--- src/rtl/node_pkg.sv ---
// Shared definitions for the graph-colouring node: scan states, default sizes
// and the index-width helper used by the scanner and the array top.
package node_pkg;

    typedef enum logic [1:0] {
        IDLE = 2'd0,
        SCAN = 2'd1,
        DONE = 2'd2
    } state_e;

    localparam int NODE_W = 2;
    localparam int NODE_N = 4;

    function automatic int idx_width(input int n);
        return (n > 1) ? $clog2(n) : 1;
    endfunction

endpackage

--- src/rtl/node_conflict_scanner_if.sv ---
// Start/busy/done handshake and result bus between a node controller and its
// neighbour-conflict scanner.
interface node_conflict_scanner_if
    import node_pkg::*;
#(
    parameter int W = NODE_W,
    parameter int N = NODE_N
);
    localparam int IW = idx_width(N);

    logic              start;
    logic [W-1:0]      self_val;
    logic [N*W-1:0]    nbr_vals;
    logic              busy;
    logic              done;
    logic              conflict;
    logic [N-1:0]      conflict_mask;
    logic [IW-1:0]     first_idx;

    modport master (
        output start, self_val, nbr_vals,
        input  busy, done, conflict, conflict_mask, first_idx
    );

    modport slave (
        input  start, self_val, nbr_vals,
        output busy, done, conflict, conflict_mask, first_idx
    );

endinterface

--- src/rtl/node_eq_cmp.sv ---
// W-bit unsigned equality comparator, time-shared across the scan cycles.
module node_eq_cmp #(
    parameter int W = 2
) (
    input  logic [W-1:0] a_i,
    input  logic [W-1:0] b_i,
    output logic         eq_o
);
    assign eq_o = (a_i == b_i);
endmodule

--- src/rtl/node_conflict_scanner.sv ---
// Sequential neighbour-conflict scanner: snapshots own and neighbour values, then
// checks one neighbour per cycle. Define NODE_SCAN_EARLY_EXIT_EN to stop at the first match.
module node_conflict_scanner
    import node_pkg::*;
#(
    parameter int W = NODE_W,
    parameter int N = NODE_N
) (
    input  logic                    clk,
    input  logic                    rst,
    node_conflict_scanner_if.slave  bus
);
    localparam int IW = idx_width(N);

    state_e              state_q;
    logic [IW-1:0]       idx_q;
    logic [IW-1:0]       first_idx_q;
    logic [W-1:0]        snap_self_q;
    logic [N-1:0][W-1:0] snap_nbr_q;
    logic                busy_q;
    logic                done_q;
    logic                conflict_q;
    logic [N-1:0]        mask_q;

    logic [W-1:0]        cur_nbr_d;
    logic                match_d;
    logic                last_d;
    logic                stop_d;
    logic [N-1:0]        hit_d;

    assign cur_nbr_d = snap_nbr_q[idx_q];
    assign last_d    = (idx_q == IW'(N - 1));
    assign hit_d     = N'(1) << idx_q;

    node_eq_cmp #(.W(W)) u_cmp (
        .a_i  (snap_self_q),
        .b_i  (cur_nbr_d),
        .eq_o (match_d)
    );

`ifdef NODE_SCAN_EARLY_EXIT_EN
    assign stop_d = last_d | match_d;
`else
    assign stop_d = last_d;
`endif

    always_ff @(posedge clk) begin
        if (rst) begin
            state_q     <= IDLE;
            idx_q       <= '0;
            first_idx_q <= '0;
            snap_self_q <= '0;
            snap_nbr_q  <= '0;
            busy_q      <= 1'b0;
            done_q      <= 1'b0;
            conflict_q  <= 1'b0;
            mask_q      <= '0;
        end else begin
            case (state_q)
                IDLE: begin
                    done_q <= 1'b0;
                    if (bus.start) begin
                        snap_self_q <= bus.self_val;
                        snap_nbr_q  <= bus.nbr_vals;
                        mask_q      <= '0;
                        conflict_q  <= 1'b0;
                        first_idx_q <= '0;
                        idx_q       <= '0;
                        busy_q      <= 1'b1;
                        state_q     <= SCAN;
                    end
                end
                SCAN: begin
                    if (match_d) begin
                        mask_q     <= mask_q | hit_d;
                        conflict_q <= 1'b1;
                        // conflict_q still low means this is the first hit of the scan
                        if (!conflict_q) first_idx_q <= idx_q;
                    end
                    if (stop_d) begin
                        done_q  <= 1'b1;
                        state_q <= DONE;
                    end else begin
                        idx_q <= idx_q + 1'b1;
                    end
                end
                DONE: begin
                    done_q  <= 1'b0;
                    busy_q  <= 1'b0;
                    state_q <= IDLE;
                end
                default: state_q <= IDLE;
            endcase
        end
    end

    assign bus.busy          = busy_q;
    assign bus.done          = done_q;
    assign bus.conflict      = conflict_q;
    assign bus.conflict_mask = mask_q;
    assign bus.first_idx     = first_idx_q;

endmodule

--- src/flat_wrapper.sv ---
// flat-port wrapper written by rule: the top's interface ports become plain ports
module node_conflict_scanner_flat import node_pkg::*;
#(
    parameter int W = NODE_W,
    parameter int N = NODE_N
)
  (clk, rst, bus_start, bus_self_val, bus_nbr_vals, bus_busy, bus_done, bus_conflict, bus_conflict_mask, bus_first_idx);
  node_conflict_scanner_if #(.W(W), .N(N)) bus_i ();
  input  logic clk;
  input  logic rst;
  input wire logic [$bits(bus_i.start)-1:0] bus_start;
  input wire logic [$bits(bus_i.self_val)-1:0] bus_self_val;
  input wire logic [$bits(bus_i.nbr_vals)-1:0] bus_nbr_vals;
  output wire logic [$bits(bus_i.busy)-1:0] bus_busy;
  output wire logic [$bits(bus_i.done)-1:0] bus_done;
  output wire logic [$bits(bus_i.conflict)-1:0] bus_conflict;
  output wire logic [$bits(bus_i.conflict_mask)-1:0] bus_conflict_mask;
  output wire logic [$bits(bus_i.first_idx)-1:0] bus_first_idx;
  assign bus_i.start = bus_start;
  assign bus_i.self_val = bus_self_val;
  assign bus_i.nbr_vals = bus_nbr_vals;
  assign bus_busy = bus_i.busy;
  assign bus_done = bus_i.done;
  assign bus_conflict = bus_i.conflict;
  assign bus_conflict_mask = bus_i.conflict_mask;
  assign bus_first_idx = bus_i.first_idx;
  node_conflict_scanner #(.W(W), .N(N)) u_core (.clk(clk), .rst(rst), .bus(bus_i));
endmodule
--- config.mk ---
export PLATFORM = sky130hd
export DESIGN_NAME = node_conflict_scanner_flat
export DESIGN_NICKNAME = d
export VERILOG_FILES = /design/src/rtl/node_pkg.sv /design/src/rtl/node_conflict_scanner_if.sv /design/src/rtl/node_eq_cmp.sv /design/src/rtl/node_conflict_scanner.sv /design/src/flat_wrapper.sv
export SDC_FILE = /design/constraint.sdc
export NUM_CORES = 1
export LEC_CHECK = 0
export CAP_MARGIN = 20
export CORE_MARGIN = 2
export CORE_UTILIZATION = 30
export DETAILED_ROUTE_END_ITERATION = 7
export PLACE_DENSITY = 0.54
export REMOVE_ABC_BUFFERS = 1
export SYNTH_ARGS = -nofsm -noshare
export SYNTH_HDL_FRONTEND = slang
export SYNTH_SLANG_ARGS = --single-unit
--- constraint.sdc ---
create_clock -name clk -period 2.82 [get_ports clk]
set_input_delay 0.705 -clock clk [delete_from_list [all_inputs] [get_ports clk]]
set_output_delay 0.705 -clock clk [all_outputs]
set_load 0.01 [all_outputs]
Word-level counts from Yosys, hierarchy flattened. Cells that the tools add are included.

Register bits after elaboration: 23. Latch bits: 0. Memory bits (writable): 0. Memory bits (read-only): 0. Input port bits: 13. Output and inout port bits: 9. Word-level logic and storage cells: 58. Memories kept: 0.

Add/subtract/negate cells: 1. Multipliers: 0. Divide/modulo/power cells: 0. Order comparisons: 1. Equality and inequality tests: 9. Shift-type cells: 1. Mux-type cells: 21. Bitwise gates (word level): 1. Reductions and logical operators: 12.

Operators by type and width (count): two-way mux 2 bit (7); case mux 2 bit (2 select lines) (3); two-way mux 4 bit (2); case mux 4 bit (2 select lines) (1); AND reduction 2 bit (4); != test 2 bit (second input constant) (3); case mux 1 bit (2 select lines) (3); AND reduction 3 bit (2); nonzero test 2 bit (3); binary-select mux 2 bit (select 2 bit) (1); equality test 2 bit (second input constant) (2); two-way mux 1 bit (4); != test 2 x 1 -> 1 bit (second input constant) (2); OR 4 bit (1); AND reduction 4 bit (1); left shift 1 x 2 -> 4 bit (first input constant) (1); less-than comparator 2 x 3 -> 1 bit (second input constant) (1); adder 2 x 1 -> 2 bit (second input constant) (1); equality test 2 x 1 -> 1 bit (second input constant) (1); equality test 2 bit (1); zero test 2 bit (1); OR reduction 2 bit (1).

Logic depth before layout (Yosys ltp). Gate-level depths: netlist (run 1).

Depth after elaboration: 5. Depth in mapped cells: 6.

By module. From an unflattened synthesis (run 1), not the netlist that was laid out.

Cell total of the unflattened synthesis: 115. Area total of the unflattened synthesis: 1041.0 um2.

By module, submodules not included: node_conflict_scanner (instances 1, cells an instance 112, area each 1019.7 um2, seq. area each 460.4 um2); node_eq_cmp (instances 1, cells an instance 3, area each 21.3 um2, seq. area each 0.0 um2).

Worst setup path before layout (run 1). OpenSTA, ideal clock, no wires.

Kind: flip-flop to flip-flop. From: register u_core.idx_q[1]. To: register u_core.first_idx_q[0] (netlist: u_core.bus.first_idx[0]). Library setup time: 0.120 ns. Arrival time: 1.527 ns. Required time: 2.700 ns. Path slack: 1.173 ns. Stages on the path, launching flop included: 5. Path through: dfxtp_1 mux4_2 xnor2_2 nand4b_2 mux2i_1.

Word-level cells in the longest chain between the ends: 5.

RTL lines: start: declaration (line node_conflict_scanner.sv:16) `logic [IW-1:0] idx_q;`; start signal: assignment (line node_conflict_scanner.sv:84) `idx_q <= idx_q + 1'b1;`; binary-select mux 2 bit (select 2 bit) (line node_conflict_scanner.sv:31) `assign cur_nbr_d = snap_nbr_q[idx_q];`; two-way mux 2 bit (implied by the code) (line node_conflict_scanner.sv:31); equality test 2 bit (line node_eq_cmp.sv:9) `assign eq_o = (a_i == b_i);`; != test 2 x 1 -> 1 bit (no line); AND reduction 4 bit (no line); end signal: assignment (line node_conflict_scanner.sv:78) `if (!conflict_q) first_idx_q <= idx_q;`; end: declaration (line node_conflict_scanner.sv:17) `logic [IW-1:0] first_idx_q;`.

No other way between the ends. The select of a mux whose other input is x is not followed. A chain may end at the register's enable or synchronous reset.

Worst setup path after layout (run 1).
From: register u_core.conflict_q (netlist: u_core.bus.conflict). To: output port bus_conflict.

RTL lines: start: declaration (line node_conflict_scanner.sv:22) `logic conflict_q;`; start signal: assignment (line node_conflict_scanner.sv:56) `conflict_q <= 1'b0;`; start signal: assignment (line node_conflict_scanner.sv:66) `conflict_q <= 1'b0;`; start signal: assignment (line node_conflict_scanner.sv:76) `conflict_q <= 1'b1;`; end: declaration (line flat_wrapper.sv:16) `output wire logic [$bits(bus_i.conflict)-1:0] bus_conflict;`.

No word-level cell between the ends.

==> impl_metrics.tcl, run 1 <==
set metrics [dict create \
    async_reset_ff_share_pct 0 \
    ctsRootBufferMaster "clkbuf_4" \
    r2r_start "u_core.idx_q[1]" \
    via_count 790 \
    cts_tree "done" \
    synth.largest_area_cell "dfxtp_1" \
    rsz0062_at_grt "false" \
    hold_violations 0 \
    clk_pin_slew_ns 0.12 \
    viasPerCell 4.540 \
    critPathSlowestCell "clkdlybuf4s50_1" \
    cp_slowest_stage_delay_ns 0.55 \
    path_class "register to output port" \
    dieArea_mm2 0.003779 \
    ys_types 23 \
    crit_path_end_kind "output port" \
    cts_resized 0 \
    critical_path_buf_inv_count 1 \
    fp-row-count 20 \
    clock_path_buffers 2 \
    synth_common_cells "nand2_1, dfxtp_1, a21oi_1" \
    wire_per_inst_um 11.28 \
    dp_cells 170 \
    cts_max_level 1 \
    worst_slew_pin_slew_ns 0.3911 \
    final.setup.tns_ns 0 \
    fin_crit_ns 1.936 \
    slew_headroom_pct 73.87 \
    setup_viol 0 \
    max_cap_viol_count 0 \
    post-route-period-util_pct 68.67 \
    numCtsBuffers 3 \
    outcome "complete, no violations" \
    boundaryPins 22 \
    drive_above_1_share_pct 10.00 \
    clk_latency_ns 0.30 \
    crit_start "u_core.bus.conflict" \
    synth_flop_cell "dfxtp_1" \
    cts_setup_buffers 0 \
    arrival_ns 1.23 \
    yosysMostFrequentCell "nand2_1" \
    wl_mm 1.962 \
    r2r_slack_ns 0.94 \
    drc 0 \
    nets 148 \
    syn-instance-count 108 \
    ctsHoldBuffers 0 \
    place_congestion 0.7606 \
    hpwl_mm 1.495 \
    first_iter_violations 17 \
    p_leak_nw 0.4660 \
    final_antenna_net_count 0 \
    grt_pass1_wl_mm 3.353 \
    track_usage_pct 12.33 \
    yosysTopAreaCellShare_pct 46.46 \
    syn2layout_area_growth_pct 29.04 \
    synth_edf_count 0 \
    hp-start "u_core.snap_nbr_q[0]" \
    antenna_found_initial 0 \
    yosys_warnings 0 \
    port_buffers 21 \
    die_x_um 61.48 \
    worstPathCellList "clkdlybuf4s50_1" \
    die_y_um 61.48 \
    crit_required_ns 2.12 \
    core_area_mm2 0.003103 \
    postSynthAreaPerCell_um2 9.175 \
    dr.pass1.iters 4 \
    seq_area_frac_synth_pct 46.46 \
    syn_area_um2 991.0 \
    cp-start-kind "register" \
    critPathTopFamily "buffers and inverters" \
    grt_max_degree 13 \
    grt_pass1_vias 759 \
    maxSlewViolCount 0 \
    timing.fmax_mhz 516.4 \
    power-per-cell-area_mw_per_mm2 469.8 \
    yosys-top-cells-area "dfxtp_1, nand2_1, a21oi_1, ha_1, mux4_2" \
    hold_class "register to register" \
    initial_utilization_pct 31.94 \
    fin_skew_ns 0.0006980 \
    vdd_ir_drop_max_mv 0.1758 \
    cp_max_fo 3 \
    clock_sinks 23 \
    grt-ovfl-total 0 \
    fin_cells 174 \
    diodes 0 \
    ys_ff_latch 23 \
]
==> state kept, by name (all words and copies together) (netlist names) <==
register / cells
u_core.snap_self_q: 2
u_core.bus.first_idx: 2
u_core.state_q: 2
u_core.idx_q: 2
u_core.snap_nbr_q: 8
u_core.bus.done: 1
u_core.bus.conflict_mask: 4
u_core.bus.busy: 1
u_core.bus.conflict: 1
==> where the power goes <==
part           leakage, nW  internal [W]  total [W]  switching [W]
logic                0.263     0.0000532  0.0000998      0.0000466
registers            0.188      0.000340   0.000354      0.0000135
clock network       0.0150     0.0000551   0.000147      0.0000919
total                0.466      0.000449   0.000601       0.000152
==> stage by stage <==
| stage | utilization, % | cell area, um2 | hold WS, ns | total power [W] | setup slack, ns |
|---|---|---|---|---|---|
| floorplan | - | 972.2 | 0.4271 | 0.0004165 | 1.069 |
| global placement | 40.36 | 1252 | 0.4429 | 0.0004608 | 0.7422 |
| detailed placement | 40.36 | 1252 | 0.4474 | 0.0004624 | 0.6970 |
| CTS | 41.21 | 1279 | 0.4648 | 0.0006127 | 0.8700 |
| global route | 41.21 | 1279 | 0.4816 | 0.0006389 | 0.8101 |
| finish | 41.21 | 1279 | 0.4601 | 0.0006007 | 0.8835 |
==> layout make-up <==
type                       instances  area (um2)
tap                               44       55.05
timing repair buffer              23       225.2
multi-input combinational         75       493.0
sequential                        23       460.4
inverter                           5       18.77
clock buffer                       4       26.28
fill                             334        1824
==> cells by family after synthesis <==
| kind of cell | synth area share [%] |
|---|---|
| fa+ha+maj | 5.051 |
| xor+xnor | 3.283 |
| mux | 7.702 |
| buf+inv | 3.788 |
| compound gates | 14.65 |
| simple gates | 19.06 |
| flops | 46.46 |
==> path summary, 6_finish.rpt <==
check | to | cells past startpoint
min reg2reg | u_core.snap_nbr_q[0] | 2
max | bus_conflict | 1
min | u_core.snap_nbr_q[0] | 2
max reg2reg | u_core.bus.first_idx[0] | 4
==> layer usage <==
layer	wire [um]	GRT usage, %	vias to the layer above	share of wire, %
met5	0	0	-	0
met4	12	5.471	0	0.61
met3	79	2.521	2	4.0
met2	920	20.21	17	47
li1	-	-	413	-
met1	949	15.68	358	48
==> cell usage in the layout, fill, tap and decap left out, types with 2 or more instances in the layout <==
cell	instances
xnor2_2	2
nor2_1	9
a41oi_1	4
buf_4	2
nand2_1	26
clkdlybuf4s50_1	21
clkbuf_4	3
mux2i_1	2
inv_1	5
nor3b_1	2
a22oi_1	2
ha_1	4
a21oi_1	12
mux4_2	2
dfxtp_1	23
No activity file was read; power rests on OpenSTA's default activity.
==> inputs of run 2 (changes only) <==
--- a/config.mk
+++ b/config.mk
@@ -9,7 +9,7 @@
 export CORE_MARGIN = 2
 export CORE_UTILIZATION = 30
 export DETAILED_ROUTE_END_ITERATION = 7
-export PLACE_DENSITY = 0.54
+export PLACE_DENSITY = 0.56
 export REMOVE_ABC_BUFFERS = 1
 export SYNTH_ARGS = -nofsm -noshare
 export SYNTH_HDL_FRONTEND = slang
==> constraint.sdc (replaced) <==
create_clock -name clk -period 1.6 [get_ports clk]
set_input_delay 0.4 -clock clk [delete_from_list [all_inputs] [get_ports clk]]
set_output_delay 0.4 -clock clk [all_outputs]
set_load 0.01 [all_outputs]
==> run 2 against run 1 <==
Compared with the run above: sequential power grew 75%; wire length increased by 4.3%; clock-buffer cell count is 1 lower; final cell count up 4.0%; register-to-register slack lost 0.91 ns; clock power rose by 86%; worst hold slack barely moved; critical endpoint is now u_core.bus.first_idx[1]; largest power group unchanged; highest routed layer is now met3.
==> impl_metrics.tcl, run 2 (synthesis gave the netlist of run 1 again) <==
set metrics [dict create \
    numCtsBuffers 3 \
    fin_cells 181 \
    grt-ovfl-total 0 \
    outcome "complete, no violations" \
    crit_required_ns 1.83 \
    largest-register "u_core.snap_nbr_q" \
    hold_violations 0 \
    wl_mm 2.046 \
    power-per-cell-area_mw_per_mm2 809.9 \
    cp_slowest_stage_delay_ns 0.52 \
    cp_max_fo 6 \
    timing.fmax_mhz 638.0 \
    maxSlewViolCount 0 \
    crit_path_end_kind "register" \
    path_class "register to register" \
    first_iter_violations 26 \
    largest_reg_flops 8 \
    cts_setup_buffers 0 \
    die_x_um 61.48 \
    max_cap_viol_count 0 \
    fin_skew_ns 0.01833 \
    track_usage_pct 12.52 \
    hpwl_mm 1.527 \
    arrival_ns 1.80 \
    vdd_ir_drop_max_mv 0.4791 \
    worst_slew_pin_slew_ns 0.3181 \
    hold_class "register to register" \
    syn2layout_area_growth_pct 38.51 \
    cts_max_level 1 \
    use_met3_pct 4.412 \
    fp-row-count 20 \
    grt_max_degree 15 \
    clock_sinks 23 \
    critical_path_buf_inv_count 1 \
    multiInputGateArea_um2 530.5 \
    place_congestion 0.7667 \
    r2r_cells 5 \
    busiest_layer "met2" \
    initial_utilization_pct 31.94 \
    critPathSlowestCell "mux4_2" \
    clk_pin_slew_ns 0.14 \
    dp_cells 177 \
    fin_util_pct 44.23 \
    seqCellArea_um2 462.9 \
    cp_num_cells 5 \
    grt_pass1_vias 831 \
    dieArea_mm2 0.003779 \
    clk_latency_ns 0.32 \
    grt_pass1_wl_mm 3.525 \
    timing.final.ws_setup_ns 0.03260 \
    post-route-period-util_pct 97.96 \
    core_area_mm2 0.003103 \
    diodes 0 \
    drc 0 \
    setup_viol 0 \
    cp-start-kind "register" \
    die_y_um 61.48 \
    final_antenna_net_count 0 \
    critPathTopFamily "multiplexers" \
    wire_per_inst_um 11.30 \
    use_met2_pct 23.40 \
    layout_common_cells "nand2_1, dfxtp_1, a21oi_1, clkdlybuf4s50_1, nor2_1" \
    ctsHoldBuffers 0 \
    cts_tree "done" \
    place_ws_ns -0.05274 \
    hold_slack_ns 0.4603 \
    p_leak_nw 0.5632 \
    viasPerCell 4.508 \
    final_common_cell "nand2_1" \
    ctsRootBufferMaster "clkbuf_4" \
    hold_depth 2 \
    drive_above_1_share_pct 20.44 \
    clock_path_buffers 2 \
    gr-usage-met1_pct 13.92 \
    fill_cells 336 \
    rsz0062_at_grt "true" \
    worstPathCellList "mux4_2, xnor2_2, buf_6, nand4b_2, mux2i_1" \
    antenna_found_initial 0 \
    port_buffers 21 \
    fin_crit_ns 1.567 \
    boundaryPins 22 \
    slew_headroom_pct 78.79 \
    via_count 816 \
    nets 155 \
    dr.pass1.iters 4 \
    finalPower_w 0.001112 \
]
## run 2: cell count changes in the layout (fill, tap and decap cells not counted), moves of 4 or more
cell             before  now
dlygate4sd2_1         0    8
buf_4                 2    7
a41oi_1               4    0
clkdlybuf4s50_1      21   12
a41oi_2               0    4
## run 2: tightest hold or removal path, stage by stage, from the launching register on
cell	delay, ns
dfxtp_1	0.33
nand2_1	0.05
a21oi_1	0.05
## run 2: layer usage
layer	routed length, um	share of wire, %
met4	0	0
met1	936	46
met5	0	0
met3	121	5.9
met2	988	48
## run 2: power breakdown
group	leakage, nW	internal, W	total, W	switching, W
combinational	0.357	0.000116	0.000218	0.000102
sequential	0.189	0.000601	0.000620	0.0000197
clock	0.0177	0.0000935	0.000273	0.000179
total	0.563	0.000810	0.00111	0.000301
## run 2: worst paths after layout
kind | start | to | slack, ns
worst max-delay path | u_core.idx_q[1] | u_core.bus.first_idx[1] | 0.03
worst min-delay path | u_core.snap_nbr_q[2] | u_core.snap_nbr_q[2] | 0.46
worst max register to register | u_core.idx_q[1] | u_core.bus.first_idx[1] | 0.03
worst min register to register | u_core.snap_nbr_q[2] | u_core.snap_nbr_q[2] | 0.46
## run 2: cell type report
cell class / count / share of cell area, %
Inverter: 5 / 1.367
Clock inverter: 1 / 0.3646
Timing Repair Buffer: 30 / 20.24
Sequential cell: 23 / 33.73
Clock buffer: 3 / 1.641
Multi-Input combinational cell: 75 / 38.65
Tap cell: 44 / 4.011
## run 2: timing repair
action	4_1_cts	5_1_grt
endpoints found under the setup margin	8	10
pin swaps	0	3
resized for setup	8	10
## run 2: metrics by stage
step                      TNS (ns)  instance area, um2
after floorplan           -0.09350               972.2
after global placement     -0.1351                1305
after detailed placement   -0.4865                1305
after CTS                        0                1323
after global routing       -0.3078                1373
final                            0                1373
==> inputs of run 3 (changes only) <==
--- a/config.mk
+++ b/config.mk
@@ -6,8 +6,9 @@
 export NUM_CORES = 1
 export LEC_CHECK = 0
 export CAP_MARGIN = 20
-export CORE_MARGIN = 2
+export CORE_MARGIN = 3
 export CORE_UTILIZATION = 30
+export CTS_CLUSTER_SIZE = 16
 export DETAILED_ROUTE_END_ITERATION = 7
 export PLACE_DENSITY = 0.56
 export REMOVE_ABC_BUFFERS = 1
==> run 3 against run 2 <==
Compared with the run above: the run now ends with negative setup slack left; highest routed layer is now met4; critical path type unchanged; final cell count is 1.7% higher; setup slack worse by 0.052 ns; clock skew is 0.013 ns lower; clock-buffer cell count is 1 higher.
==> impl_metrics.tcl, run 3 (synthesis gave the netlist of run 1 again) <==
set metrics [dict create \
    initial_utilization_pct 31.94 \
    p_leak_nw 0.5808 \
    path_class "register to register" \
    grt_pass1_vias 799 \
    post_dp_cell_area_mm2 0.001333 \
    multiInputGateArea_um2 543.0 \
    dieArea_mm2 0.004029 \
    antenna_found_initial 0 \
    clock_sinks 23 \
    timing.fmax_mhz 617.5 \
    fin_crit_ns 1.619 \
    dp_cells 179 \
    wire_per_inst_um 12.21 \
    clock_path_buffers 2 \
    worst_slew_pin_slew_ns 0.3525 \
    track_usage_pct 10.93 \
    grt-ovfl-total 0 \
    cts_tree "done" \
    numCtsBuffers 3 \
    fill_cells 325 \
    rsz0062_at_grt "true" \
    core_area_mm2 0.003103 \
    cp_max_fo 4 \
    diodes 0 \
    hold_class "register to register" \
    ctsHoldBuffers 0 \
    worstHoldEndpoint "u_core.snap_nbr_q[6]" \
    cts_max_level 1 \
    boundaryPins 22 \
    syn2layout_area_growth_pct 43.43 \
    hold_slack_ns 0.4650 \
    hold_violations 0 \
    viasPerCell 4.668 \
    port_buffers 21 \
    max_cap_viol_count 0 \
    crit_required_ns 1.84 \
    r2r_start "u_core.idx_q[0]" \
    nets 158 \
    fp-row-count 20 \
    timing.final.ws_setup_ns -0.01935 \
    rr_endpoint "u_core.bus.conflict_mask[1]" \
    fin_area_mm2 0.001421 \
    die_x_um 63.48 \
    grt_pass1_wl_mm 3.512 \
    arrival_ns 1.86 \
    wl_mm 2.247 \
    final_common_cell "nand2_1" \
    via_count 859 \
    failed_checks "negative setup slack" \
    r2r_slack_ns -0.02 \
    drc 0 \
    seqCellArea_um2 465.4 \
    drive_above_1_share_pct 22.14 \
    post-route-period-util_pct 101.2 \
    fin_cells 184 \
    first_iter_violations 17 \
    largest-register "u_core.snap_nbr_q" \
    fin_skew_ns 0.004865 \
    layout_common_cells "nand2_1, dfxtp_1, a21oi_1, clkdlybuf4s50_1" \
    clk_pin_slew_ns 0.12 \
    setup_viol 2 \
    die_y_um 63.48 \
    hp-start "u_core.snap_nbr_q[6]" \
    ctsRootBufferMaster "clkbuf_4" \
    cp-start-kind "register" \
    maxSlewViolCount 0 \
    vdd_ir_drop_max_mv 0.2583 \
    hold_depth 2 \
    dr.pass1.iters 5 \
    r2r_cells 5 \
    hpwl_mm 1.646 \
    grt_max_degree 13 \
    crit_start "u_core.idx_q[0]" \
    outcome "finished, violations left" \
    largest_reg_flops 8 \
    final_antenna_net_count 0 \
    final.setup.tns_ns -0.02281 \
    crit_path_end_kind "register" \
    slew_headroom_pct 76.50 \
    power-per-cell-area_mw_per_mm2 796.8 \
    place_congestion 0.7888 \
    clk_latency_ns 0.30 \
]
[run 3: worst max path at each step]
stage / endpoint / slack (ns)
floorplan: u_core.bus.first_idx[0] / -0.05
global placement: u_core.snap_nbr_q[3] / -0.002
detailed placement: u_core.snap_nbr_q[2] / -0.04
CTS: bus_conflict_mask[0] / 0.0007
global route: u_core.bus.conflict_mask[1] / -0.1
finish: u_core.bus.conflict_mask[1] / -0.02
[run 3: report_power, final]
group | switching (W) | leakage (nW) | internal (W)
Clock | 0.000169 | 0.0150 | 0.0000971
Combinational | 0.000109 | 0.376 | 0.000134
Sequential | 0.0000216 | 0.190 | 0.000601
[run 3: per-layer routing]
metal / routed length (um) / share of wire, % / GRT usage, % / up-vias
met3: 91 / 4.0 / 2.139 / 2
met1: 989 / 44 / 13.64 / 399
met5: 0 / 0 / 0 / -
met4: 8 / 0.36 / 3.235 / 0
met2: 1158 / 52 / 18.90 / 23
li1: - / - / - / 435
[run 3: area by class of cell]
class                      instances  area share (%)
inverter                           5           1.320
timing repair buffer              33           22.01
tap                               44           3.873
clock buffer                       4           1.849
sequential                        23           32.75
multi-input combinational         75           38.20
[run 3: worst max-delay path, stage by stage, from the launching register on]
cell and delay [ns]:
dfxtp_2 0.36, mux4_2 0.56, xnor2_4 0.25, buf_6 0.15, a41oi_2 0.09, nor2_1 0.14
[run 3: what timing repair did]
item | in CTS | in global routing
buffers inserted | 0 | 1
gates resized for setup | 11 | 10
endpoints found under the setup margin | 14 | 7
pin swaps | 0 | 7
[run 3: per-stage QoR]
| step | setup WS, ns | power (W) | util, % |
|---|---|---|---|
| final | -0.01935 | 0.001133 | 45.81 |
| after global routing | -0.09671 | 0.001195 | 45.81 |
| after CTS | 0.0006839 | 0.001114 | 43.59 |
| after detailed placement | -0.04039 | 0.0008490 | 42.94 |
| after global placement | -0.001607 | 0.0008464 | 42.94 |
| after floorplan | -0.04675 | 0.0007340 | - |
